File: src/rtl/horner_poly_fsm_if.sv
// Stream bundle for horner_poly_fsm: sample input (s_*), coefficient load (cf_*), result output (m_*).
interface horner_poly_fsm_if #(
    parameter int W = 32
);
    // Handshake on every channel: a word moves on a rising clk edge where tvalid && tready.
    // The source holds tvalid and payload stable until that edge; tvalid never waits on tready.
    logic         s_tvalid;
    logic         s_tready;
    logic [W-1:0] s_tdata;
    logic         s_tlast;

    logic         cf_tvalid;
    logic         cf_tready;
    logic [W-1:0] cf_tdata;
    logic         cf_tlast;

    logic         m_tvalid;
    logic         m_tready;
    logic [W-1:0] m_tdata;
    logic         m_tlast;
    logic         m_tuser;

    modport slave (
        input  s_tvalid, s_tdata, s_tlast,
        output s_tready,
        input  cf_tvalid, cf_tdata, cf_tlast,
        output cf_tready,
        output m_tvalid, m_tdata, m_tlast, m_tuser,
        input  m_tready
    );

    modport master (
        output s_tvalid, s_tdata, s_tlast,
        input  s_tready,
        output cf_tvalid, cf_tdata, cf_tlast,
        input  cf_tready,
        input  m_tvalid, m_tdata, m_tlast, m_tuser,
        output m_tready
    );
endinterface

File: src/rtl/horner_poly_fsm.sv
// Order-N fixed-point polynomial evaluator by Horner's rule, one multiply-accumulate per cycle.
// Define HORNER_SAT_EN for per-step saturation reported on m_tuser; otherwise steps wrap.
module horner_poly_fsm #(
    parameter int ORDER = 3,
    parameter int W     = 32,
    parameter int FRAC  = 16,
    parameter logic [(ORDER+1)*W-1:0] COEF_INIT =
        {32'h00010000, 32'h00020000, 32'h00038000, 32'h00048000}
) (
    input  logic              clk,
    input  logic              rst,
    horner_poly_fsm_if.slave  bus,
    output logic [1:0]        dbg_state
);
    typedef enum logic [1:0] {
        IDLE = 2'd0,
        ACC  = 2'd1,
        OUT  = 2'd2
    } state_t;

    localparam int              CW        = $clog2(ORDER + 1);
    localparam logic [CW-1:0]   PTR_TOP   = CW'(ORDER);
    localparam logic [CW-1:0]   IDX_START = CW'(ORDER - 1);
    localparam logic [2*W-1:0]  RND       = (2*W)'(1) << (FRAC - 1);
    localparam logic [W-1:0]    Y_MAX     = {1'b0, {(W-1){1'b1}}};
    localparam logic [W-1:0]    Y_MIN     = {1'b1, {(W-1){1'b0}}};

    state_t        state, state_nxt;
    logic          load;

    logic [W-1:0]  coef [0:ORDER];
    logic [CW-1:0] ptr;
    logic [CW-1:0] idx;
    logic [W-1:0]  x_q;
    logic [W-1:0]  acc;
    logic          last_q;
    logic          sat_q;

    logic [W-1:0]         coef_sel;
    logic [2*W-1:0]       prod;
    logic [2*W-1:0]       prod_rnd;
    logic signed [2*W-1:0] prod_sh;
    logic [2*W:0]         sum;
    logic                 ovf;
    logic                 step_sat;
    logic [W-1:0]         step_val;

    // Control: a pending coefficient word blocks sample acceptance in IDLE.
    always_comb begin
        state_nxt     = state;
        load          = 1'b0;
        bus.s_tready  = 1'b0;
        bus.cf_tready = 1'b0;
        bus.m_tvalid  = 1'b0;
        case (state)
            IDLE: begin
                bus.cf_tready = rst;
                bus.s_tready  = rst && !bus.cf_tvalid;
                if (bus.s_tvalid && bus.s_tready) begin
                    load      = 1'b1;
                    state_nxt = ACC;
                end
            end
            ACC: begin
                if (idx == '0) state_nxt = OUT;
            end
            OUT: begin
                bus.m_tvalid = 1'b1;
                bus.s_tready = bus.m_tready;
                if (bus.m_tready) begin
                    if (bus.s_tvalid) begin
                        load      = 1'b1;
                        state_nxt = ACC;
                    end else begin
                        state_nxt = IDLE;
                    end
                end
            end
            default: state_nxt = IDLE;
        endcase
    end

    // One Horner step: round-half-up the Q-format product, then add the next coefficient.
    always_comb begin
        coef_sel = coef[idx];
        prod     = {{W{acc[W-1]}}, acc} * {{W{x_q[W-1]}}, x_q};
        prod_rnd = prod + RND;
        prod_sh  = $signed(prod_rnd) >>> FRAC;
        sum      = {prod_sh[2*W-1], prod_sh} + {{(W+1){coef_sel[W-1]}}, coef_sel};
        ovf      = !((&sum[2*W:W-1]) || !(|sum[2*W:W-1]));
`ifdef HORNER_SAT_EN
        step_sat = ovf;
        step_val = ovf ? (sum[2*W] ? Y_MIN : Y_MAX) : sum[W-1:0];
`else
        step_sat = 1'b0;
        step_val = sum[W-1:0];
`endif
    end

`ifndef HORNER_SAT_EN
    logic ovf_unused;
    assign ovf_unused = ovf ^ Y_MAX[0] ^ Y_MIN[0];
`endif

    always_ff @(posedge clk or negedge rst) begin
        if (!rst) state <= IDLE;
        else      state <= state_nxt;
    end

    always_ff @(posedge clk or negedge rst) begin
        if (!rst) begin
            x_q    <= '0;
            acc    <= '0;
            idx    <= '0;
            last_q <= 1'b0;
            sat_q  <= 1'b0;
            ptr    <= PTR_TOP;
            for (int i = 0; i <= ORDER; i++) coef[i] <= COEF_INIT[i*W +: W];
        end else begin
            if (load) begin
                x_q    <= bus.s_tdata;
                last_q <= bus.s_tlast;
                acc    <= coef[ORDER];
                idx    <= IDX_START;
                sat_q  <= 1'b0;
            end else if (state == ACC) begin
                acc   <= step_val;
                sat_q <= sat_q | step_sat;
                idx   <= idx - 1'b1;
            end
            // cf_tready is only high in IDLE, so the coefficient set is frozen during a sample.
            if (bus.cf_tvalid && bus.cf_tready) begin
                coef[ptr] <= bus.cf_tdata;
                ptr       <= (bus.cf_tlast || ptr == '0) ? PTR_TOP : ptr - 1'b1;
            end
        end
    end

    assign bus.m_tdata = acc;
    assign bus.m_tlast = last_q;
    assign bus.m_tuser = sat_q;
    assign dbg_state   = state;
endmodule

File: src/flat_wrapper.sv
// flat-port wrapper written by rule: the top's interface ports become plain ports
module horner_poly_fsm_flat 
#(
    parameter int ORDER = 3,
    parameter int W     = 32,
    parameter int FRAC  = 16,
    parameter logic [(ORDER+1)*W-1:0] COEF_INIT =
        {32'h00010000, 32'h00020000, 32'h00038000, 32'h00048000}
)
  (clk, rst, dbg_state, bus_s_tvalid, bus_s_tdata, bus_s_tlast, bus_s_tready, bus_cf_tvalid, bus_cf_tdata, bus_cf_tlast, bus_cf_tready, bus_m_tvalid, bus_m_tdata, bus_m_tlast, bus_m_tuser, bus_m_tready);
  horner_poly_fsm_if #(.W(W)) bus_i ();
  input  logic clk;
  input  logic rst;
  output logic [1:0] dbg_state;
  input wire logic [$bits(bus_i.s_tvalid)-1:0] bus_s_tvalid;
  input wire logic [$bits(bus_i.s_tdata)-1:0] bus_s_tdata;
  input wire logic [$bits(bus_i.s_tlast)-1:0] bus_s_tlast;
  output wire logic [$bits(bus_i.s_tready)-1:0] bus_s_tready;
  input wire logic [$bits(bus_i.cf_tvalid)-1:0] bus_cf_tvalid;
  input wire logic [$bits(bus_i.cf_tdata)-1:0] bus_cf_tdata;
  input wire logic [$bits(bus_i.cf_tlast)-1:0] bus_cf_tlast;
  output wire logic [$bits(bus_i.cf_tready)-1:0] bus_cf_tready;
  output wire logic [$bits(bus_i.m_tvalid)-1:0] bus_m_tvalid;
  output wire logic [$bits(bus_i.m_tdata)-1:0] bus_m_tdata;
  output wire logic [$bits(bus_i.m_tlast)-1:0] bus_m_tlast;
  output wire logic [$bits(bus_i.m_tuser)-1:0] bus_m_tuser;
  input wire logic [$bits(bus_i.m_tready)-1:0] bus_m_tready;
  assign bus_i.s_tvalid = bus_s_tvalid;
  assign bus_i.s_tdata = bus_s_tdata;
  assign bus_i.s_tlast = bus_s_tlast;
  assign bus_s_tready = bus_i.s_tready;
  assign bus_i.cf_tvalid = bus_cf_tvalid;
  assign bus_i.cf_tdata = bus_cf_tdata;
  assign bus_i.cf_tlast = bus_cf_tlast;
  assign bus_cf_tready = bus_i.cf_tready;
  assign bus_m_tvalid = bus_i.m_tvalid;
  assign bus_m_tdata = bus_i.m_tdata;
  assign bus_m_tlast = bus_i.m_tlast;
  assign bus_m_tuser = bus_i.m_tuser;
  assign bus_i.m_tready = bus_m_tready;
  horner_poly_fsm #(.ORDER(ORDER), .W(W), .FRAC(FRAC), .COEF_INIT(COEF_INIT)) u_core (.clk(clk), .rst(rst), .bus(bus_i), .dbg_state(dbg_state));
endmodule
File: config.mk
export PLATFORM = sky130hd
export DESIGN_NAME = horner_poly_fsm_flat
export DESIGN_NICKNAME = d
export VERILOG_FILES = /design/src/rtl/horner_poly_fsm_if.sv /design/src/rtl/horner_poly_fsm.sv /design/src/flat_wrapper.sv
export SDC_FILE = /design/constraint.sdc
export NUM_CORES = 2
export LEC_CHECK = 0
export ABC_CLOCK_PERIOD_IN_PS = 9100
export BUFFER_PORTS_ARGS = -buffer_cell sky130_fd_sc_hd__buf_2
export CAP_MARGIN = 20
export CELL_PAD_IN_SITES_DETAIL_PLACEMENT = 1
export CELL_PAD_IN_SITES_GLOBAL_PLACEMENT = 2
export CORE_MARGIN = 2
export CORE_UTILIZATION = 39
export DETAILED_ROUTE_END_ITERATION = 16
export HOLD_SLACK_MARGIN = 0.15
export PLACE_DENSITY = 0.85
export SLEW_MARGIN = 25
export SYNTH_ARGS = -nofsm -noshare
export SYNTH_HDL_FRONTEND = slang
export SYNTH_SLANG_ARGS = --single-unit
File: constraint.sdc
create_clock -name clk -period 9.1 [get_ports clk]
set_input_delay 0 -clock clk [delete_from_list [all_inputs] [get_ports clk]]
set_output_delay 0 -clock clk [all_outputs]
set_load 0.02 [all_outputs]
==> load_flow_metrics.sql <==
INSERT INTO impl_metrics (metric_group, metric, value, unit) VALUES
('worst_setup_path', 'worst-endpoint-arrival', '9380', 'ps'),
('run', 'cap_violations', '0', ''),
('synthesis', 'synth.area.top_cells', 'sky130_fd_sc_hd__fa_1 44%, sky130_fd_sc_hd__dfrtp_1 12%, sky130_fd_sc_hd__and2_1 8.3%', ''),
('cts', 'clock_tree.root_cell', 'sky130_fd_sc_hd__clkbuf_16', ''),
('sta', 'rsz0062_at_grt', 'yes', ''),
('worst_setup_path', 'cp_num_buf_inv', '5', ''),
('worst_setup_path', 'critPathKind', 'reg2reg', ''),
('placed_design', 'dp_hpwl', '96300', 'um'),
('synthesis', 'synth_common_cells', '840 x sky130_fd_sc_hd__fa_1, 793 x sky130_fd_sc_hd__inv_1, 510 x sky130_fd_sc_hd__and2_1, 417 x sky130_fd_sc_hd__nand2_1, 196 x sky130_fd_sc_hd__ha_1', ''),
('worst_setup_path', 'start_kind', 'register', ''),
('placed_design', 'port_buffers', '108', ''),
('run_status', 'run_status', 'completed', ''),
('worst_setup_path', 'worst-endpoint-required', '9470', 'ps'),
('sta', 'finalSetupViolations', '0', ''),
('drt', 'vias', '27400', ''),
('placed_design', 'post_dp_cell_area', '0.0415', 'mm^2'),
('synthesis', 'ys.flop_type', 'sky130_fd_sc_hd__dfrtp_1', ''),
('synthesis', 'netlist_area', '0.0385', 'mm^2'),
('die', 'core_footprint', '0.0981', 'mm^2'),
('die', 'floorplan.rows', '115', ''),
('synthesis', 'yosysMostFrequentCell', 'sky130_fd_sc_hd__fa_1', ''),
('global_routing', 'grt_pass1_wl', '187000', 'um'),
('synthesis', 'synth.ff_latch_count', '199', ''),
('synthesis', 'syn_avg_cell_area', '10.1', 'um^2'),
('drt', 'drt_pass1_iterations', '6', ''),
('synthesis', 'yosysUniqueCellTypes', '66', ''),
('global_routing', 'vias_in_the_first_global_route', '31600', ''),
('final_layout', 'layoutNonFillerInstCount', '5363', ''),
('global_routing', 'grt_remaining_overflow', '0', ''),
('die', 'die_outline_area', '0.101', 'mm^2'),
('synthesis', 'synthesized_netlist_cell_count', '3805', ''),
('sta', 'final.min_clock_period', '9010', 'ps'),
('synthesis', 'synth.net_count', '4912', ''),
('worst_setup_path', 'worst_path_max_delay_cell', 'sky130_fd_sc_hd__fa_1', ''),
('synthesis', 'synth_seq_area_share', '13.0', '%'),
('sta', 'postLayoutSetupSlackWorst', '92.9', 'ps'),
('die', 'initial_core_util', '39.2', '%'),
('synthesis', 'synth-warning-count', '0', ''),
('worst_setup_path', 'worst-path-max-fanout', '7', ''),
('drt', 'drc', '0', ''),
('drt', 'antenna_left', '0', ''),
('sta', 'part_of_the_cycle_the_worst_path_needs', '99.0', '%'),
('die', 'die-width', '318', 'um'),
('cts', 'cts.sinks', '199', ''),
('synthesis', 'async_flop_share', '100', '%'),
('cts', 'clk_pin_slew', '90', 'ps'),
('cts', 'tritoncts_clock_tree', 'yes', ''),
('drt', 'post_dr_vias_cell', '5.12', ''),
('placed_design', 'finalWeightedCongestion', '0.859', ''),
('global_routing', 'grtUsageTotal', '24.0', '%'),
('cts', 'clkLatencyLatePin', '530', 'ps'),
('synthesis', 'synthDominantCellAreaShare', '43.7', '%'),
('final_layout', 'final_cell_area', '0.0440', 'mm^2'),
('final_layout', 'final_layout_size_suffix_gt1_share', '18.2', '%'),
('drt', 'dr.first_iter.drc_count', '1439', ''),
('worst_setup_path', 'cell_family_contributing_the_most_delay_on_the_critical_path', 'adder cells', ''),
('placed_design', 'placed_cells_incl_taps', '5196', ''),
('cts', 'cts_made_buffers', '17', ''),
('worst_setup_path', 'peak_per_stage_delay_on_the_critical_path', '610', 'ps'),
('sta', 'achievable-frequency', '0.111', 'GHz'),
('placed_design', 'preCtsSetupSlack', '-130', 'ps'),
('synthesis', 'largest_area_contributor_in_the_synthesized_netlist', 'sky130_fd_sc_hd__fa_1', ''),
('worst_setup_path', 'crit_path_end_kind', 'register', ''),
('cts', 'cts-htree-levels', '4', ''),
('drt', 'drt-total-wl', '118000', 'um'),
('final_layout', 'final_nets', '5169', ''),
('die', 'dieHeight', '318', 'um'),
('sta', 'maxSlewHeadroom', '48.7', '%'),
('final_layout', 'syn_to_final_growth', '14.5', '%'),
('global_routing', 'number_of_antenna_violations_at_the_first_check_in_global_routing', '2', ''),
('sta', 'finalClockSkew', '35.9', 'ps'),
('synthesis', 'synth_enable_flop_cells', '0', ''),
('cts', 'cts.path.max_buffers', '2', ''),
('sta', 'worstMarginPinSlew', '770', 'ps'),
('sta', 'finalHoldViolCount', '0', ''),
('sta', 'final-max-slew-violation-count', '0', ''),
('drt', 'wl_per_cell', '22.1', 'um'),
('global_routing', 'grt_start_max_net_pins', '87', ''),
('die', 'ioPinCount', '110', ''),
('worst_hold_path', 'hold_class', 'in2reg', ''),
('worst_setup_path', 'cell_type_with_the_highest_occurrence_count_on_the_critical_path', 'sky130_fd_sc_hd__fa_1', '');
state kept, by name (all words and copies together) (netlist names):
register	flops
u_core.ptr	2
u_core.coef	128
u_core.dbg_state	2
u_core.idx	2
u_core.x_q	32
u_core.bus.m_tdata	32
u_core.bus.m_tlast	1
metrics by stage:
stage	hold WS, ps	utilization (%)	TNS, ps
2_1_floorplan	-296	-	0
3_3_place_gp	76.9	42.3	0
3_5_place_dp	74.5	42.3	-434
4_1_cts	150	44.1	0
5_1_grt	157	44.9	-1150
6_report	127	44.9	0
final timing paths:
check	start	end	slack [ps]	depth (start not counted)
setup / recovery	u_core.bus.m_tdata[11]	u_core.bus.m_tdata[29]	90	35
min in group asynchronous	rst	u_core.x_q[22]	670	4
setup reg to reg	u_core.bus.m_tdata[11]	u_core.bus.m_tdata[29]	90	35
max in group asynchronous	rst	u_core.x_q[6]	7090	5
hold reg to reg	u_core.coef[40]	u_core.coef[40]	500	1
hold / removal	bus_s_tvalid	u_core.bus.m_tdata[30]	130	5
cells by family (layout without fill, tap and decap cells):
logic type | Yosys count | in the layout | synth area share (%)
adder cells (fa/ha/maj) | 1036 | 1036 | 50.1
AND/OR/NAND/NOR | 1030 | 1030 | 13.9
multiplexers | 195 | 195 | 6.64
AO/OA/AOI/OAI | 242 | 242 | 4.34
buffers and inverters | 1004 | 1274 | 9.81
XOR/XNOR | 98 | 98 | 2.23
other | 1 | 2 | 0.00975
flip-flops | 199 | 199 | 13.0
repair_timing:
item | 4_1_cts | 5_1_grt
buffers inserted | 15 | 31
hold buffers | 85 | 0
hold endpoints to repair | 250 | 0
pin swaps | 17 | 89
setup endpoints to repair | 7 | 15
cloned | 0 | 2
resized for setup | 33 | 116
worst register-to-register path: cells and delay by family (launching register included):
kind / cells / cell delay [ps]
adders and majority gates: 10 / 4720
buffers and inverters: 5 / 540
DFF: 1 / 500
xor gates and xnor gates: 2 / 280
AOI/OAI and AO/OA: 13 / 1960
and+or+nand+nor: 5 / 870
cells in the final DEF, fill, tap and decap left out, drive strengths merged, types with 20 or more instances in the layout:
master	instances
a21o	41
a21oi	59
a22oi	26
and2	510
buf	363
clkbuf	20
dfrtp	190
dlygate4sd3	84
fa	840
ha	196
inv	802
mux2	162
mux4	32
nand2	417
nor2	21
o21ai	62
xnor2	68
xor2	30
area by class of cell:
cell class	instances	area, um^2
Timing Repair Buffer	449	3610
Tap cell	1287	1610
Clock buffer	18	429
Fill cell	10900	54100
Sequential cell	199	5030
Inverter	793	2980
Clock inverter	14	214
Antenna cell	1	2.50
Multi-Input combinational cell	2602	30200
per-layer routing:
layer | part of all wire (%) | vias to the layer above | GRT usage [%]
li1 | - | 11800 | -
met4 | 1.7 | 0 | 5.11
met3 | 5.9 | 103 | 4.17
met5 | 0 | - | 0
met2 | 48 | 693 | 39.1
met1 | 45 | 14800 | 33.8
Power is not shown: default switching activity piles up to over one toggle a cycle in this logic, so the estimate is an artifact.
